### src/rtl/exe_stage.sv
// Execute-stage pipeline slot: holds one decoded bundle, drives the ALU, absorbs
// multi-cycle ALU stalls and hands the result to MEM over a valid/ready handshake.
module exe_stage #(
    parameter int unsigned ALU_OP_W = 19,
    parameter int unsigned DEST_W   = 5
) (
    input  logic                clk,
    input  logic                rstn,
    input  logic                flush,

    input  logic                ds_valid,
    output logic                ds_ready,
    input  logic [31:0]         ds_pc,
    input  logic [ALU_OP_W-1:0] ds_alu_op,
    input  logic [31:0]         ds_src1,
    input  logic [31:0]         ds_src2,
    input  logic [DEST_W-1:0]   ds_dest,
    input  logic                ds_gr_we,
    input  logic                ds_res_from_mem,
    input  logic                ds_mem_we,
    input  logic [31:0]         ds_st_data,

    output logic [ALU_OP_W-1:0] alu_op,
    output logic [31:0]         alu_src1,
    output logic [31:0]         alu_src2,
    input  logic [31:0]         alu_result,
    input  logic                alu_stall,

    output logic                es_to_ms_valid,
    input  logic                ms_ready,
    output logic [31:0]         es_pc,
    output logic [31:0]         es_result,
    output logic [DEST_W-1:0]   es_dest,
    output logic                es_gr_we,
    output logic                es_res_from_mem,
    output logic                es_mem_we,
    output logic [31:0]         es_st_data,

    output logic                fwd_valid,
    output logic [DEST_W-1:0]   fwd_dest,
    output logic [31:0]         fwd_data,
    output logic                fwd_block
);

    typedef enum logic [1:0] {
        StEmpty,
        StExec,
        StHold
    } state_e;

    state_e state_q, state_d;

    logic [31:0]         pc_q;
    logic [ALU_OP_W-1:0] op_q;
    logic [31:0]         src1_q;
    logic [31:0]         src2_q;
    logic [DEST_W-1:0]   dest_q;
    logic                gr_we_q;
    logic                res_from_mem_q;
    logic                mem_we_q;
    logic [31:0]         st_data_q;
    logic [31:0]         result_q;

    logic in_empty;
    logic in_exec;
    logic in_hold;
    logic exe_done;
    logic handoff;
    logic accept;

    always_comb begin
        in_empty = (state_q == StEmpty);
        in_exec  = (state_q == StExec);
        in_hold  = (state_q == StHold);
        exe_done = in_exec & ~alu_stall;

        es_to_ms_valid = rstn & ~flush & (exe_done | in_hold);
        handoff        = es_to_ms_valid & ms_ready;
        ds_ready       = (in_empty | handoff) & rstn & ~flush;
        accept         = ds_valid & ds_ready;
    end

    always_comb begin
        state_d = state_q;
        unique case (state_q)
            StEmpty: begin
                if (accept) begin
                    state_d = StExec;
                end
            end
            StExec: begin
                if (handoff) begin
                    state_d = accept ? StExec : StEmpty;
                end else if (exe_done) begin
                    state_d = StHold;
                end
            end
            StHold: begin
                if (handoff) begin
                    state_d = accept ? StExec : StEmpty;
                end
            end
            default: state_d = StEmpty;
        endcase
        // Flush (and reset) abandon whatever is held, including an in-flight divide.
        if (!rstn || flush) begin
            state_d = StEmpty;
        end
    end

    always_ff @(posedge clk) begin
        if (!rstn) begin
            state_q        <= StEmpty;
            pc_q           <= '0;
            op_q           <= '0;
            src1_q         <= '0;
            src2_q         <= '0;
            dest_q         <= '0;
            gr_we_q        <= 1'b0;
            res_from_mem_q <= 1'b0;
            mem_we_q       <= 1'b0;
            st_data_q      <= '0;
            result_q       <= '0;
        end else begin
            state_q <= state_d;
            if (accept) begin
                pc_q           <= ds_pc;
                op_q           <= ds_alu_op;
                src1_q         <= ds_src1;
                src2_q         <= ds_src2;
                dest_q         <= ds_dest;
                gr_we_q        <= ds_gr_we;
                res_from_mem_q <= ds_res_from_mem;
                mem_we_q       <= ds_mem_we;
                st_data_q      <= ds_st_data;
            end
            if (exe_done && !flush) begin
                result_q <= alu_result;
            end
        end
    end

    // ALU op is gated by state only, so ms_ready never reaches the ALU combinationally.
    always_comb begin
        alu_op   = in_exec ? op_q : '0;
        alu_src1 = src1_q;
        alu_src2 = src2_q;
    end

    always_comb begin
        es_pc           = pc_q;
        es_result       = in_exec ? alu_result : result_q;
        es_dest         = dest_q;
        es_gr_we        = gr_we_q;
        es_res_from_mem = res_from_mem_q;
        es_mem_we       = mem_we_q;
        es_st_data      = st_data_q;
    end

    always_comb begin
        fwd_valid = ~in_empty & gr_we_q & (|dest_q);
        fwd_dest  = dest_q;
        fwd_data  = es_result;
        fwd_block = fwd_valid & (res_from_mem_q | (in_exec & alu_stall));
    end

endmodule

### config.mk
export PLATFORM = sky130hd
export DESIGN_NAME = exe_stage
export DESIGN_NICKNAME = d
export VERILOG_FILES = /design/src/rtl/exe_stage.sv
export SDC_FILE = /design/constraint.sdc
export NUM_CORES = 1
export LEC_CHECK = 0
export CELL_PAD_IN_SITES_DETAIL_PLACEMENT = 1
export CELL_PAD_IN_SITES_GLOBAL_PLACEMENT = 2
export CORE_ASPECT_RATIO = 0.75
export CORE_MARGIN = 2
export CORE_UTILIZATION = 20
export DETAILED_ROUTE_END_ITERATION = 10
export PLACE_DENSITY_LB_ADDON = 0.1
export SLEW_MARGIN = 20
export SYNTH_ARGS = -nofsm -noshare
export SYNTH_HDL_FRONTEND = slang
export SYNTH_SLANG_ARGS = --single-unit
export TNS_END_PERCENT = 30
### constraint.sdc
create_clock -name clk -period 2.1 [get_ports clk]
set_input_delay 0.63 -clock clk [delete_from_list [all_inputs] [get_ports clk]]
set_output_delay 0.63 -clock clk [all_outputs]
set_load 0.02 [all_outputs]
==> qor.csv, run 1 <==
stage,metric,value,unit
global_route,first-pass GRT wire length,45140,µm
synthesis,Synth Warn #,0,
pwr,Max rail drop VDD,579.5,µV
clock_tree,H-tree levels,4,
synthesis,post-synthesis adder-cell area fraction,0,%
worst_setup_path,R2R Path End,alu_src1[13],
synthesis,Syn Inst Count,912,
clock_tree,CTS tree,built,
synthesis,Synth Area in XOR/XNOR,0,%
cells_and_area,Finished Core Util,34.24,%
global_route,GRT overflow,0,
placed_design,GP Congestion,0.7193,
sta,worst hold margin,453.9,ps
worst_setup_path,R2R setup slack,280,ps
sta,Slew headroom,22.50,%
sta,RSZ-0062 raised after global routing,true,
worst_setup_path,crit-path leading delay family,buffers and inverters,
sta,final setup vio count,87,
synthesis,Mapped Area,8198,µm²
synthesis,sequential-to-total area share from yosys stat,46.15,%
pwr,PnR Total Power,8.879,mW
clock_tree,CTS buffer count,17,
synthesis,largest family of logic cells by synthesized area,multiplexers,
sta,Slew Limit Fails,0,
detailed_routing,first-pass iteration count of the detailed router,4,
synthesis,Avg Inst Size Synth,8.989,µm²
cells_and_area,Area growth syn-to-layout,69.57,%
worst_setup_path,critical path required time,1470,ps
clock_tree,clk sinks,189,
synthesis,post-synthesis simple-gate area fraction,12.71,%
detailed_routing,via count,7178,
die,Die Span X,237.8,µm
detailed_routing,DRC viols,0,
cells_and_area,Filler Cells Inserted,4664,
die,Initial Utilization,20.19,%
pwr,Lkg Pwr,7.588,nW
die,io pins,421,
hold_path,hold crit path type,register to register,
sta,Final period util,114.4,%
worst_setup_path,reg2reg start,state_q[1],
worst_setup_path,slowest CP cell,dfxtp_2,
sta,final hold violations,0,
detailed_routing,Routed Antenna Nets,0,
detailed_routing,routed vias/inst,3.843,
clock_tree,# hold bufs at CTS,0,
worst_setup_path,CP Launch Type,register,
die,die area,42640,µm²
die,core outline area,40600,µm²
detailed_routing,Starting DRT DRC Count,138,
global_route,GR Util All Layers,14.19,%
clock_tree,Clock Tree Root,clkbuf_16,
worst_setup_path,critical path depth,5,
run_status,failing checks,setup timing,
cells_and_area,Final nets,1518,
die,row count,64,
worst_setup_path,WS Path Type,register to output pin,
worst_setup_path,crit path from,state_q[0],
worst_setup_path,CP cell instances,nor2b_4 -> buf_6 -> buf_16 -> mux2_4 -> buf_6,
global_route,GRT met1 Usage,16.38,%
clock_tree,worst skew pair latency,460,ps
synthesis,count of cell types in the netlist,24,
sta,Final Critical Period,2402,ps
sta,Max Freq,0.4163,GHz
clock_tree,"Reg clk slew, reported paths",70,ps
die,Die Y,179.3,µm
worst_setup_path,crit path buf inv count,3,
worst_setup_path,critical path arrival,1770,ps
worst_setup_path,CP max stage delay,330,ps
synthesis,Synth Area in Compound Gates,3.556,%
detailed_routing,total wire length,30760,µm
cells_and_area,share of cells above drive strength 1,16.74,%
global_route,vias in the first global route,7312,
placed_design,Post-DP HPWL,22530,µm
synthesis,mux share of post-synthesis cell area,23.32,%
placed_design,count of input and output buffers,420,
hold_path,Hold Path Cell Cnt,2,
synthesis,syn nets,1105,
global_route,pin count of the biggest net entering global routing,188,
pwr,PD cells,638.7,nW/µm²
worst_setup_path,Worst Setup End Kind,output pin,
sta,Slew @ Worst Pin,1162,ps
worst_setup_path,Worst Reg-to-Reg Cells,7,
clock_tree,Max Buffers Root-to-Sink,2,
global_route,GR peak layer,met2,
detailed_routing,post-DR wirelength/cell,16.47,µm
run_status,status,finished with violations,
worst_setup_path,largest fanout on the critical path,6,
global_route,antenna violations before repair,6,
worst_setup_path,CP Capture Point,es_result[6],
sta,clock skew,10.20,ps
synthesis,Synth Register Bits,189,
global_route,met2 Resource Use GR,23.93,%
sta,PnR worst setup slack,-302.2,ps
flow_run,max cap viols,0,
global_route,grt met3 use,6.066,%
worst_setup_path,CP most frequent cell,buf_6,
[final cells by class]
type	count	area (µm²)	area share (%)
inverters	155	581.8	4.185
repair buffers	482	4842	34.83
multi-input cells	480	3387	24.37
well taps	528	660.6	4.752
flip-flops and latches	189	3786	27.24
clock buffers	23	508.0	3.654
clock inverters	9	130.1	0.9361
diodes	2	5.005	0.03600
[power by group]
group	switching [mW]	internal, mW	total (mW)	leakage [nW]
clock	1.53	2.07	3.60	0.316
combinational	0.660	0.785	1.44	5.73
sequential	0.0803	3.76	3.84	1.55
[kinds of logic after synthesis]
group,Yosys count
AND/OR/NAND/NOR,254
buffers and inverters,243
flip-flops,189
multiplexers,187
AO/OA/AOI/OAI,39
[routing by layer]
metal / up-vias / part of all wire (%)
li1: 3596 / -
met1: 3355 / 42
met2: 185 / 48
met3: 34 / 8.1
met4: 8 / 1.6
met5: - / 0.17
[how the worst min path moves through the flow]
stage                 start      endpoint  slack, ps
3_5_place_dp       op_q[14]      op_q[14]        450
3_3_place_gp       op_q[15]      op_q[15]        440
2_1_floorplan  result_q[10]  result_q[10]        430
4_1_cts             op_q[8]       op_q[8]        460
5_1_grt        alu_src2[31]  alu_src2[31]        480
6_report            op_q[8]       op_q[8]        450
[sequential cells by signal, indices dropped and copies added, names as in the netlist, 2 cells and up]
signal / cells
op_q: 19
state_q: 2
alu_src1: 32
result_q: 32
es_dest: 5
alu_src2: 32
es_st_data: 32
es_pc: 32
[what timing repair did]
action                     in CTS  in global routing
cloned                          3                  0
gates resized for setup       546                 39
setup endpoints to repair     160                116
setup buffers                   3                  0
pin swaps                       1                  0
[tightest hold or removal path, stage by stage, from the launching register on]
cell	delay, ps
dfxtp_1	310
nand2_1	50
mux2i_1	50
[cell usage after synthesis]
cell      number  area (µm²)
inv_1        155       581.8
nor3_1         2       10.01
o311ai_2       1       16.27
buf_2          4       20.02
a211oi_1       1       7.510
nand2b_1       3       18.77
or4b_1         1       10.01
nor2b_1        4       25.02
o21ai_0        1       5.000
nand2_1      220       825.8
a21boi_1       6       45.04
a21boi_0      26       195.2
clkbuf_1      31       116.4
buf_6         14       157.7
a21oi_1        3       15.01
o21a_1         1       7.510
nor4b_2        1       15.01
mux2i_1      155        1551
mux2_2        32       360.4
dfxtp_1      189        3784
nor2_1         3       11.26
nor3b_1        1       7.510
buf_4         39       292.8
and2_1        19       118.9
[through the flow]
stage	instance area [µm²]	std cells	setup TNS, ps	setup WS [ps]
6_report	13900	1868	-19570	-302.2
5_1_grt	13900	1868	-30450	-421.8
4_1_cts	13790	1866	-23840	-346.5
3_5_place_dp	13100	1828	-97250	-803.9
3_3_place_gp	13100	1828	-93280	-771.1
2_1_floorplan	8207	912	0	48.85
[layout by cell type (no fill, tap or decap), types with 6 or more instances in the layout]
| cell type | count |
|---|---|
| nand2_1 | 220 |
| buf_2 | 14 |
| clkdlybuf4s50_1 | 228 |
| buf_4 | 67 |
| a21boi_1 | 6 |
| and2_1 | 18 |
| mux2_4 | 24 |
| clkbuf_16 | 17 |
| buf_6 | 47 |
| mux2_2 | 8 |
| clkbuf_8 | 6 |
| mux2i_1 | 155 |
| a21boi_0 | 26 |
| dlymetal6s2s_1 | 29 |
| inv_1 | 155 |
| dlygate4sd2_1 | 74 |
| buf_12 | 16 |
| dfxtp_1 | 187 |
Power figures use the tool's default switching activity.
==> run 2, diff against run 1 <==
--- a/config.mk
+++ b/config.mk
@@ -12,6 +12,7 @@
 export CORE_UTILIZATION = 20
 export DETAILED_ROUTE_END_ITERATION = 10
 export PLACE_DENSITY_LB_ADDON = 0.1
+export RECOVER_POWER = 100
 export SLEW_MARGIN = 20
 export SYNTH_ARGS = -nofsm -noshare
 export SYNTH_HDL_FRONTEND = slang
==> run 2 against run 1 <==
Compared with the run above:
- the run still ends with setup timing left
- count of clock-buffer cells in the layout unchanged
- design area is 2.5% lower
- flip-flop and latch count unchanged
- power decreased by 0.58%
- critical path depth stayed put
- die area did not move
- non-clock buffer count unchanged
- first-iteration DRC count up 7.2%
- clock power hardly changed
- sequential share of layout area increased by 0.70 points
- maximum frequency is essentially flat
- final cell count unchanged
- critical endpoint unchanged
==> qor.csv, run 2 (synthesized netlist as in run 1, its figures left out) <==
stage,metric,value,unit,change
run_status,status,finished with violations,,
run_status,failing checks,setup timing,,
pwr,Max rail drop VDD,579.2,µV,about the same
sta,final setup vio count,180,,+110%
pwr,Lkg Pwr,6.982,nW,-8.0%
global_route,first-pass GRT wire length,45140,µm,unchanged
detailed_routing,DRC viols,0,,unchanged
sta,clock skew,10.16,ps,-0.03950 ps
clock_tree,Clock Tree Root,clkbuf_16,,
sta,Slew Limit Fails,0,,unchanged
hold_path,Hold EP,op_q[8],,
clock_tree,CTS tree,built,,
global_route,antenna violations before repair,6,,unchanged
clock_tree,H-tree levels,4,,unchanged
global_route,pin count of the biggest net entering global routing,188,,unchanged
detailed_routing,total wire length,30710,µm,-0.18%
worst_setup_path,R2R setup slack,0,ps,-280 ps
clock_tree,worst skew pair latency,460,ps,about the same
worst_setup_path,CP most frequent cell,buf_6,,
sta,worst hold margin,454.9,ps,+1.027 ps
clock_tree,CTS buffer count,17,,unchanged
hold_path,hold crit path type,register to register,,
worst_setup_path,crit path buf inv count,3,,unchanged
detailed_routing,via count,7191,,+0.18%
global_route,grt met3 use,6.066,%,unchanged
detailed_routing,Routed Antenna Nets,0,,unchanged
worst_setup_path,reg2reg start,state_q[1],,
die,row count,64,,unchanged
clock_tree,clk sinks,189,,unchanged
flow_run,max cap viols,0,,unchanged
sta,Slew headroom,23.43,%,+0.93 points
detailed_routing,Starting DRT DRC Count,148,,+7.2%
sta,Max Freq,0.4164,GHz,about the same
global_route,GR peak layer,met2,,
cells_and_area,Final nets,1518,,unchanged
global_route,GRT overflow,0,,unchanged
worst_setup_path,critical path depth,5,,unchanged
global_route,met2 Resource Use GR,23.93,%,unchanged
die,Die Y,179.3,µm,unchanged
worst_setup_path,Worst Setup End Kind,output pin,,
die,core outline area,40600,µm²,unchanged
sta,Final Critical Period,2402,ps,-0.4440 ps
cells_and_area,Finished Cell Area,13550,µm²,-2.5%
worst_setup_path,CP max stage delay,330,ps,about the same
global_route,vias in the first global route,7312,,unchanged
global_route,GRT met1 Usage,16.38,%,unchanged
worst_setup_path,WS Path Type,register to output pin,,
sta,Fin Setup TNS,-22280,ps,-2701 ps
die,io pins,421,,unchanged
worst_setup_path,slowest CP cell,dfxtp_2,,
worst_setup_path,critical path required time,1470,ps,about the same
placed_design,Post-DP HPWL,22530,µm,unchanged
worst_setup_path,R2R Path End,alu_src2[4],,
detailed_routing,first-pass iteration count of the detailed router,4,,unchanged
die,Die Span X,237.8,µm,unchanged
pwr,PD cells,651.3,nW/µm²,+2.0%
placed_design,# placed instances,1828,,unchanged
cells_and_area,Finished Core Util,33.39,%,-0.85 points
hold_path,Hold Path Origin,op_q[8],,
sta,Final period util,114.4,%,about the same
cells_and_area,"commonest non-fill, non-tap cells in the layout","clkdlybuf4s50_1, nand2_1, dfxtp_1",,
clock_tree,Max Buffers Root-to-Sink,2,,unchanged
die,Initial Utilization,20.19,%,unchanged
cells_and_area,fin cells,1868,,unchanged
global_route,GR Util All Layers,14.19,%,unchanged
worst_setup_path,critical path arrival,1770,ps,about the same
placed_design,DP Area,13100,µm²,unchanged
worst_setup_path,Worst Reg-to-Reg Cells,7,,unchanged
cells_and_area,Area growth syn-to-layout,65.34,%,
cells_and_area,share of cells above drive strength 1,16.14,%,-0.60 points
cells_and_area,"most common cell after layout, fill and taps aside",clkdlybuf4s50_1,,
clock_tree,"Reg clk slew, reported paths",70,ps,about the same
placed_design,GP Congestion,0.7193,,unchanged
hold_path,Hold Path Cell Cnt,2,,unchanged
sta,Slew @ Worst Pin,1149,ps,-13.92 ps
worst_setup_path,largest fanout on the critical path,6,,unchanged
worst_setup_path,CP cell instances,nor2b_4 -> buf_6 -> buf_16 -> mux2_4 -> buf_6,,
sta,PnR worst setup slack,-301.7,ps,+0.4440 ps
placed_design,count of input and output buffers,420,,unchanged
worst_setup_path,CP Launch Type,register,,
worst_setup_path,crit-path leading delay family,buffers and inverters,,
sta,RSZ-0062 raised after global routing,true,,
sta,final hold violations,0,,unchanged
detailed_routing,routed vias/inst,3.850,,+0.18%
detailed_routing,post-DR wirelength/cell,16.44,µm,-0.18%
die,die area,42640,µm²,unchanged
-- run 2: cell types whose count changed in the layout (fill, tap and decap cells not counted) --
cell and delta:
buf_12 -5, clkbuf_2 +5, o311ai_4 -1, o311ai_2 +1, clkbuf_1 +37, clkbuf_4 +3
dlymetal6s2s_1 -29, clkdlybuf4s50_1 -1, dlygate4sd3_1 +1, buf_8 +3, buf_4 -14
-- run 2: power breakdown --
part           total, mW  internal, mW  leakage [nW]  switching (mW)
registers           3.84          3.76          1.55          0.0810
clock network       3.60          2.07         0.316            1.53
logic               1.39         0.737          5.12           0.657
-- run 2: stage by stage --
step                      setup WS (ps)  total power [mW]
final                            -301.7             8.827
after global routing             -421.8             9.305
after CTS                        -346.5             9.101
after detailed placement         -803.9             5.434
after global placement           -771.1             5.417
after floorplan                   48.85             4.533
-- run 2: what timing repair did --
| item | CTS | global route |
|---|---|---|
| buffers inserted | 3 | 0 |
| endpoints found under the hold margin | 0 | 0 |
| resized for setup | 546 | 39 |
| gates cloned | 3 | 0 |
| endpoints found under the setup margin | 160 | 116 |
| pin swaps | 1 | 0 |
| hold buffers | 0 | 0 |
-- run 2: how the worst max path moves through the flow --
stage / from / to / slack, ps
final: state_q[0] / es_result[6] / -300
after global routing: state_q[0] / es_result[11] / -420
after CTS: state_q[0] / es_result[6] / -350
after detailed placement: alu_stall / fwd_block / -800
after global placement: alu_stall / fwd_block / -770
after floorplan: state_q[0] / fwd_data[10] / 50
-- run 2: cell type report --
cell class / instances / area [µm²]
Clock inverter: 9 / 130.1
Antenna cell: 2 / 5.005
Timing Repair Buffer: 482 / 4506
Fill cell: 4702 / 27040
Clock buffer: 23 / 508.0
Tap cell: 528 / 660.6
Inverter: 155 / 581.8
Multi-Input combinational cell: 480 / 3377
Sequential cell: 189 / 3786
-- run 2: tightest hold or removal path: stages, from the launching register on --
cell,delay (ps)
dfxtp_1,310
nand2_1,50
mux2i_1,50
-- run 2: per-layer routing --
layer	routed length (µm)	up-vias
li1	-	3594
met1	12830	3370
met2	14900	185
met3	2481	34
met4	451	8
met5	51	-
